File: src/rtl/data_memory_pkg.sv
// Shared types and sizing helpers for the pipelined data memory.
package data_memory_pkg;

  localparam int MAX_DATA_W = 64;

  function automatic int clog2(input int value);
    int result;
    result = 0;
    while ((1 << result) < value) result = result + 1;
    return result;
  endfunction

  // Byte-offset bits inside one word.
  function automatic int off_bits(input int data_w);
    return clog2(data_w / 8);
  endfunction

  function automatic int wa_bits(input int depth);
    return clog2(depth);
  endfunction

  function automatic logic [15:0] sat_inc(input logic [15:0] count);
    return (count == 16'hFFFF) ? count : count + 16'd1;
  endfunction

  typedef enum logic {
    CLEAR = 1'b0,
    RUN   = 1'b1
  } fsm_t;

  typedef struct packed {
    logic                  valid;
    logic                  err;
    logic [MAX_DATA_W-1:0] rdata;
  } resp_t;

endpackage

File: src/rtl/data_memory_lat_pipe.sv
// Delays a response by STAGES cycles; only the valid bits are reset.
module data_memory_lat_pipe
  import data_memory_pkg::*;
#(
  parameter int STAGES = 0
) (
  input  logic  clk,
  input  logic  rst_n,
  input  resp_t head,
  output resp_t tail
);

  if (STAGES == 0) begin : g_bypass
    logic unused_clk;
    assign unused_clk = clk ^ rst_n;
    assign tail = head;
  end else begin : g_stages
    logic [STAGES-1:0]     valid_q;
    logic [STAGES-1:0]     err_q;
    logic [MAX_DATA_W-1:0] rdata_q [STAGES];

    always_ff @(posedge clk or negedge rst_n) begin
      if (!rst_n) begin
        valid_q <= '0;
      end else begin
        valid_q[0] <= head.valid;
        for (int s = 1; s < STAGES; s++) valid_q[s] <= valid_q[s-1];
      end
    end

    // Payload is qualified by valid downstream, so it carries no reset.
    always_ff @(posedge clk) begin
      err_q[0]   <= head.err;
      rdata_q[0] <= head.rdata;
      for (int s = 1; s < STAGES; s++) begin
        err_q[s]   <= err_q[s-1];
        rdata_q[s] <= rdata_q[s-1];
      end
    end

    assign tail = '{valid: valid_q[STAGES-1], err: err_q[STAGES-1], rdata: rdata_q[STAGES-1]};
  end

endmodule

File: src/rtl/data_memory_pipe.sv
// Pipelined byte-enabled data memory with post-reset clear and error responses.
// Define DATA_MEMORY_STATS_EN to add the stat_rd/stat_wr/stat_err counters.
module data_memory_pipe
  import data_memory_pkg::*;
#(
  parameter int DATA_W   = 16,
  parameter int ADDR_W   = 16,
  parameter int DEPTH    = 256,
  parameter int READ_LAT = 1
) (
  input  logic                clk,
  input  logic                rst_n,
  input  logic                req_valid,
  output logic                req_ready,
  input  logic                req_write,
  input  logic [ADDR_W-1:0]   req_addr,
  input  logic [DATA_W-1:0]   req_wdata,
  input  logic [DATA_W/8-1:0] req_be,
  output logic                resp_valid,
  output logic [DATA_W-1:0]   resp_rdata,
  output logic                resp_err,
  output logic                busy
`ifdef DATA_MEMORY_STATS_EN
  ,
  output logic [15:0]         stat_rd,
  output logic [15:0]         stat_wr,
  output logic [15:0]         stat_err
`endif
);

  localparam int BE_W = DATA_W / 8;
  localparam int OFF  = off_bits(DATA_W);
  localparam int WA_W = wa_bits(DEPTH);
  localparam logic [ADDR_W-1:0] ALIGN_MASK = ADDR_W'((1 << OFF) - 1);

  fsm_t            state, state_next;
  logic [WA_W-1:0] clr_ptr, clr_ptr_next;

  logic            accept;
  logic            misaligned;
  logic            out_of_range;
  logic            req_err;
  logic [WA_W-1:0] word_idx;

  logic [DATA_W-1:0]     mem [DEPTH];
  logic                  s0_valid;
  logic                  s0_err;
  logic [MAX_DATA_W-1:0] s0_rdata;
  resp_t                 s0;
  resp_t                 tail;
  logic                  unused_tail;

  assign accept       = req_valid && req_ready;
  assign misaligned   = (req_addr & ALIGN_MASK) != '0;
  assign out_of_range = (req_addr >> (OFF + WA_W)) != '0;
  assign req_err      = misaligned || out_of_range;
  assign word_idx     = WA_W'(req_addr >> OFF);

  always_ff @(posedge clk or negedge rst_n) begin
    if (!rst_n) begin
      state   <= CLEAR;
      clr_ptr <= '0;
    end else begin
      state   <= state_next;
      clr_ptr <= clr_ptr_next;
    end
  end

  // CLEAR walks every word once, then RUN holds until the next reset.
  always_comb begin
    state_next   = state;
    clr_ptr_next = clr_ptr;
    busy         = 1'b0;
    req_ready    = 1'b0;
    case (state)
      CLEAR: begin
        busy         = 1'b1;
        clr_ptr_next = clr_ptr + 1'b1;
        if (clr_ptr == WA_W'(DEPTH - 1)) state_next = RUN;
      end
      RUN: req_ready = 1'b1;
    endcase
  end

  // Array and first response stage share one process so the read is a true
  // registered read; a write lands before any later read samples the word.
  always_ff @(posedge clk) begin
    if (state == CLEAR) begin
      mem[clr_ptr] <= '0;
    end else if (accept && req_write && !req_err) begin
      for (int k = 0; k < BE_W; k++) begin
        if (req_be[k]) mem[word_idx][8*k +: 8] <= req_wdata[8*k +: 8];
      end
    end
    s0_err   <= req_err;
    s0_rdata <= '0;
    if (accept && !req_write && !req_err) s0_rdata <= MAX_DATA_W'(mem[word_idx]);
  end

  always_ff @(posedge clk or negedge rst_n) begin
    if (!rst_n) s0_valid <= 1'b0;
    else        s0_valid <= accept;
  end

  assign s0 = '{valid: s0_valid, err: s0_err, rdata: s0_rdata};

  data_memory_lat_pipe #(
    .STAGES(READ_LAT - 1)
  ) u_lat_pipe (
    .clk  (clk),
    .rst_n(rst_n),
    .head (s0),
    .tail (tail)
  );

  // Gating by valid keeps the outputs at zero out of reset without resetting data.
  assign resp_valid  = tail.valid;
  assign resp_err    = tail.valid & tail.err;
  assign resp_rdata  = tail.valid ? tail.rdata[DATA_W-1:0] : '0;
  assign unused_tail = ^tail.rdata;

`ifdef DATA_MEMORY_STATS_EN
  always_ff @(posedge clk or negedge rst_n) begin
    if (!rst_n) begin
      stat_rd  <= '0;
      stat_wr  <= '0;
      stat_err <= '0;
    end else if (accept) begin
      if (req_err)        stat_err <= sat_inc(stat_err);
      else if (req_write) stat_wr  <= sat_inc(stat_wr);
      else                stat_rd  <= sat_inc(stat_rd);
    end
  end
`endif

endmodule

File: config.mk
export PLATFORM = sky130hd
export DESIGN_NAME = data_memory_pipe
export DESIGN_NICKNAME = d
export VERILOG_FILES = /design/src/rtl/data_memory_pkg.sv /design/src/rtl/data_memory_lat_pipe.sv /design/src/rtl/data_memory_pipe.sv
export SDC_FILE = /design/constraint.sdc
export NUM_CORES = 2
export LEC_CHECK = 0
export BUFFER_PORTS_ARGS = -buffer_cell sky130_fd_sc_hd__buf_4
export CORE_ASPECT_RATIO = 0.9
export CORE_MARGIN = 3
export CORE_UTILIZATION = 64
export CTS_CLUSTER_SIZE = 16
export DETAILED_ROUTE_END_ITERATION = 7
export MAX_ROUTING_LAYER = met4
export PLACE_DENSITY = 0.77
export SYNTH_ARGS = -nofsm -noshare
export SYNTH_HDL_FRONTEND = slang
export SYNTH_SLANG_ARGS = --single-unit
File: constraint.sdc
create_clock -name clk -period 14.9 [get_ports clk]
set_input_delay 1.49 -clock clk [delete_from_list [all_inputs] [get_ports clk]]
set_output_delay 1.49 -clock clk [all_outputs]
set_load 0.1 [all_outputs]
==> reports/metrics.cfg <==
[timing]
period_minus_slack_ps = 5850
final.setup.tns_ps = 0
drv_slew = 0
hold_violation_count_in_the_final_report = 0
maxClockFrequency_mhz = 171
worstMarginPinSlew_ps = 1340
post-route-worst-setup-slack_ps = 9050
setup_viol = 0
finalCritPeriodShare = 0.393
finalClockSkew_ps = 41.6
max-slew-margin-rel = 0.100
grt_setup_unrepaired = no

[global_routing]
top_usage_layer = met2
grt_util_met2 = 0.492
grt_usage = 0.342
global_route.usage.met3 = 0.0902
grt_pass1_vias = 80989
grt.overflow.total = 0
grt_antenna_before_repair = 25
grt_max_degree = 206
met1_usage = 0.476
grt_pass1_wl_um = 607000

[setup_path]
criticalPathCategory = in2reg
required_ps = 15720
critical_path.endpoint_type = flop
arrival_ps = 6670
largest_fanout_of_any_net_on_the_critical_path = 60
startpoint_type = input port

[die]
rows = 173
initial_core_util = 0.647
die_x_um = 534
boundaryPins = 58
core_footprint_mm2 = 0.248
floorplan.die.height_um = 482
dieArea_mm2 = 0.257

[synthesis]
post-synth-top-count-cell = edfxtp_1
postSynth.asyncResetShare = 0.00243
synthFlopType = edfxtp_1
synth.lib_cells_used.distinct = 77
synthesis.area_mm2 = 0.161
syn-mean-instance-area_um2 = 21.1
postSynthNetCount = 7668
netlist_instances = 7629
synth.yosys.seq_area_share = 0.769
synth_top_cells_by_count = edfxtp_1, mux4_2, nor2_1
netlist_top_cells_area = edfxtp_1, mux4_2, mux2i_1
synth.yosys.warnings = 0
post-synth-top-area-cell = edfxtp_1
synth_top_cell_area_share = 0.765
synth_edf_count = 4096
synth.ff_latch_count = 4123

[route]
drcViolationCount = 0
vias = 82713
drt_iter0_markers = 14549
aggregate_routed_wire_length_um = 423000
post_drt_wl_per_cell_um = 37.1
antenna_left = 0
vias_per_cell = 7.25
drtPass1Iterations = 8

[cells_and_area]
nNetsFinal = 7772
layoutNonFillerInstCount = 11407
utilization = 0.708
area_growth_syn_to_layout_pct = 9.44
post_route_cells_drive_above_1_share = 0.205

[placement]
place_congestion = 0.914
dp_hpwl_um = 243000
portBuffers = 57
place_worst_setup_slack_ps = 8180
placedCellCount = 10678

[clock_tree]
tritoncts_num_sinks = 4123
clkSlewWorstSetupHoldPaths_ps = 60
post_cts.repair.setup_buffers = 0
cts_hold_repair.buffers = 0
cts_buffers = 378
clk_latency_worst_skew_pair_ps = 920
cts_htree_levels = 5
post_cts_resized = 0
cts_root_buf = clkbuf_16
cts_tree = built
cts_max_path_buffers = 4

[pwr]
power_density_mw_per_mm2 = 130
vdd_drop_max_mv = 0.127
p_int_mw = 18.3
p_seq_frac = 0.550
clockPowerShare = 0.426
power.share.combinational = 0.025
netSwitchingPower_mw = 4.57
leakagePower_nw = 45.1
netSwitchingFraction = 0.200

[run]
cap_viol_max_count = 0

[status]
status = complete, no violations

[hold_path]
worst_hold_path_type = in2async

worst paths after layout:
kind | start | to | slack, ps | depth (start not counted)
setup reg to reg | state | mem[51][10] | 9660 | 8
hold / removal | rst_n | s0_valid | 440 | 1
hold reg to reg | clr_ptr[6] | clr_ptr[6] | 580 | 1
max in group asynchronous | rst_n | clr_ptr[4] | 14290 | 1
setup / recovery | req_addr[2] | s0_rdata[10] | 9050 | 9
min in group clk | clr_ptr[6] | clr_ptr[6] | 580 | 1
sequential cells by signal (all words and copies together), names as in the netlist:
| name | cells |
|---|---|
| clr_ptr | 8 |
| mem | 4096 |
| s0_err | 1 |
| s0_rdata | 16 |
| s0_valid | 1 |
| state | 1 |
power groups by stage:
stage,registers (mW),logic (mW),clock network (mW)
6_report,12.5,0.562,9.72
5_1_grt,12.5,0.577,10.2
4_1_cts,12.5,0.552,9.74
3_5_place_dp,12.8,0.549,0
3_3_place_gp,12.8,0.546,0
2_1_floorplan,12.8,0.400,0
layout by cell type, fill, tap and decap left out, types with 10 or more instances in the layout:
cell / netlist / final
a221oi_1: 20 / 20
nand3_1: 38 / 38
a22o_1: 13 / 13
a22oi_1: 81 / 81
clkbuf_16: 0 / 384
o22ai_1: 116 / 116
clkbuf_1: 111 / 91
clkinv_2: 0 / 61
nand4_1: 26 / 26
mux2i_1: 537 / 537
and2_4: 0 / 17
a211oi_1: 13 / 13
buf_4: 52 / 185
nand2_1: 54 / 38
diode_2: 0 / 36
o21ai_1: 11 / 11
dfrtp_1: 10 / 10
nor2_1: 558 / 555
nor3_1: 26 / 23
mux4_2: 811 / 811
a21oi_1: 126 / 126
bufinv_16: 0 / 43
dfxtp_1: 17 / 17
nand2_4: 0 / 16
inv_1: 13 / 12
a2111oi_0: 11 / 11
edfxtp_1: 4096 / 4096
clkinv_1: 0 / 84
mux2_2: 17 / 17
buf_12: 20 / 15
o211ai_1: 10 / 10
nand2_2: 24 / 24
mux4_1: 28 / 28
and2_1: 36 / 18
o221ai_1: 227 / 227
o21ai_0: 105 / 105
per-stage QoR:
stage	hold WS (ps)	instance area, µm²	power (mW)
after CTS	399	176000	22.8
after detailed placement	570	164000	13.3
final	438	176000	22.8
after global placement	540	164000	13.3
after global routing	419	176000	23.3
after floorplan	505	161000	13.2
worst max-delay path, stage by stage:
cell and delay [ps]:
buf_8 350, buf_4 610, buf_4 780, buf_4 810, buf_4 830, mux2i_1 200, a2111oi_0 980, nand4_1 240
o21ai_1 210
layer usage:
metal  wire length [µm]  share of wire  up-vias
met5                  0              0        -
met4              18900          0.045        0
met3              58200           0.14      996
met2             196000           0.46     6522
met1             149000           0.35    42969
li1                   -              -    32226
final cells by class:
type	instances	area (µm²)
clock inverters	209	2130
multi-input cells	3013	34100
fillers	14166	72500
clock buffers	484	10100
repair buffers	204	1760
inverters	13	53.8
well taps	3325	4160
flip-flops and latches	4123	124000
diodes	36	90.1
cells by family (layout without fill, tap and decap cells):
kind of cell / Yosys count / count (layout) / synth area share
compound gates: 787 / 787 / 0.0348
simple gates: 825 / 825 / 0.0226
xor+xnor: 7 / 7 / 0.000381
mux: 1393 / 1393 / 0.153
flops: 4123 / 4123 / 0.769
fa+ha+maj: 1 / 1 / 0.0000778
other cells: 0 / 36 / 0
buf+inv: 493 / 910 / 0.0209
Power figures use the tool's default switching activity.
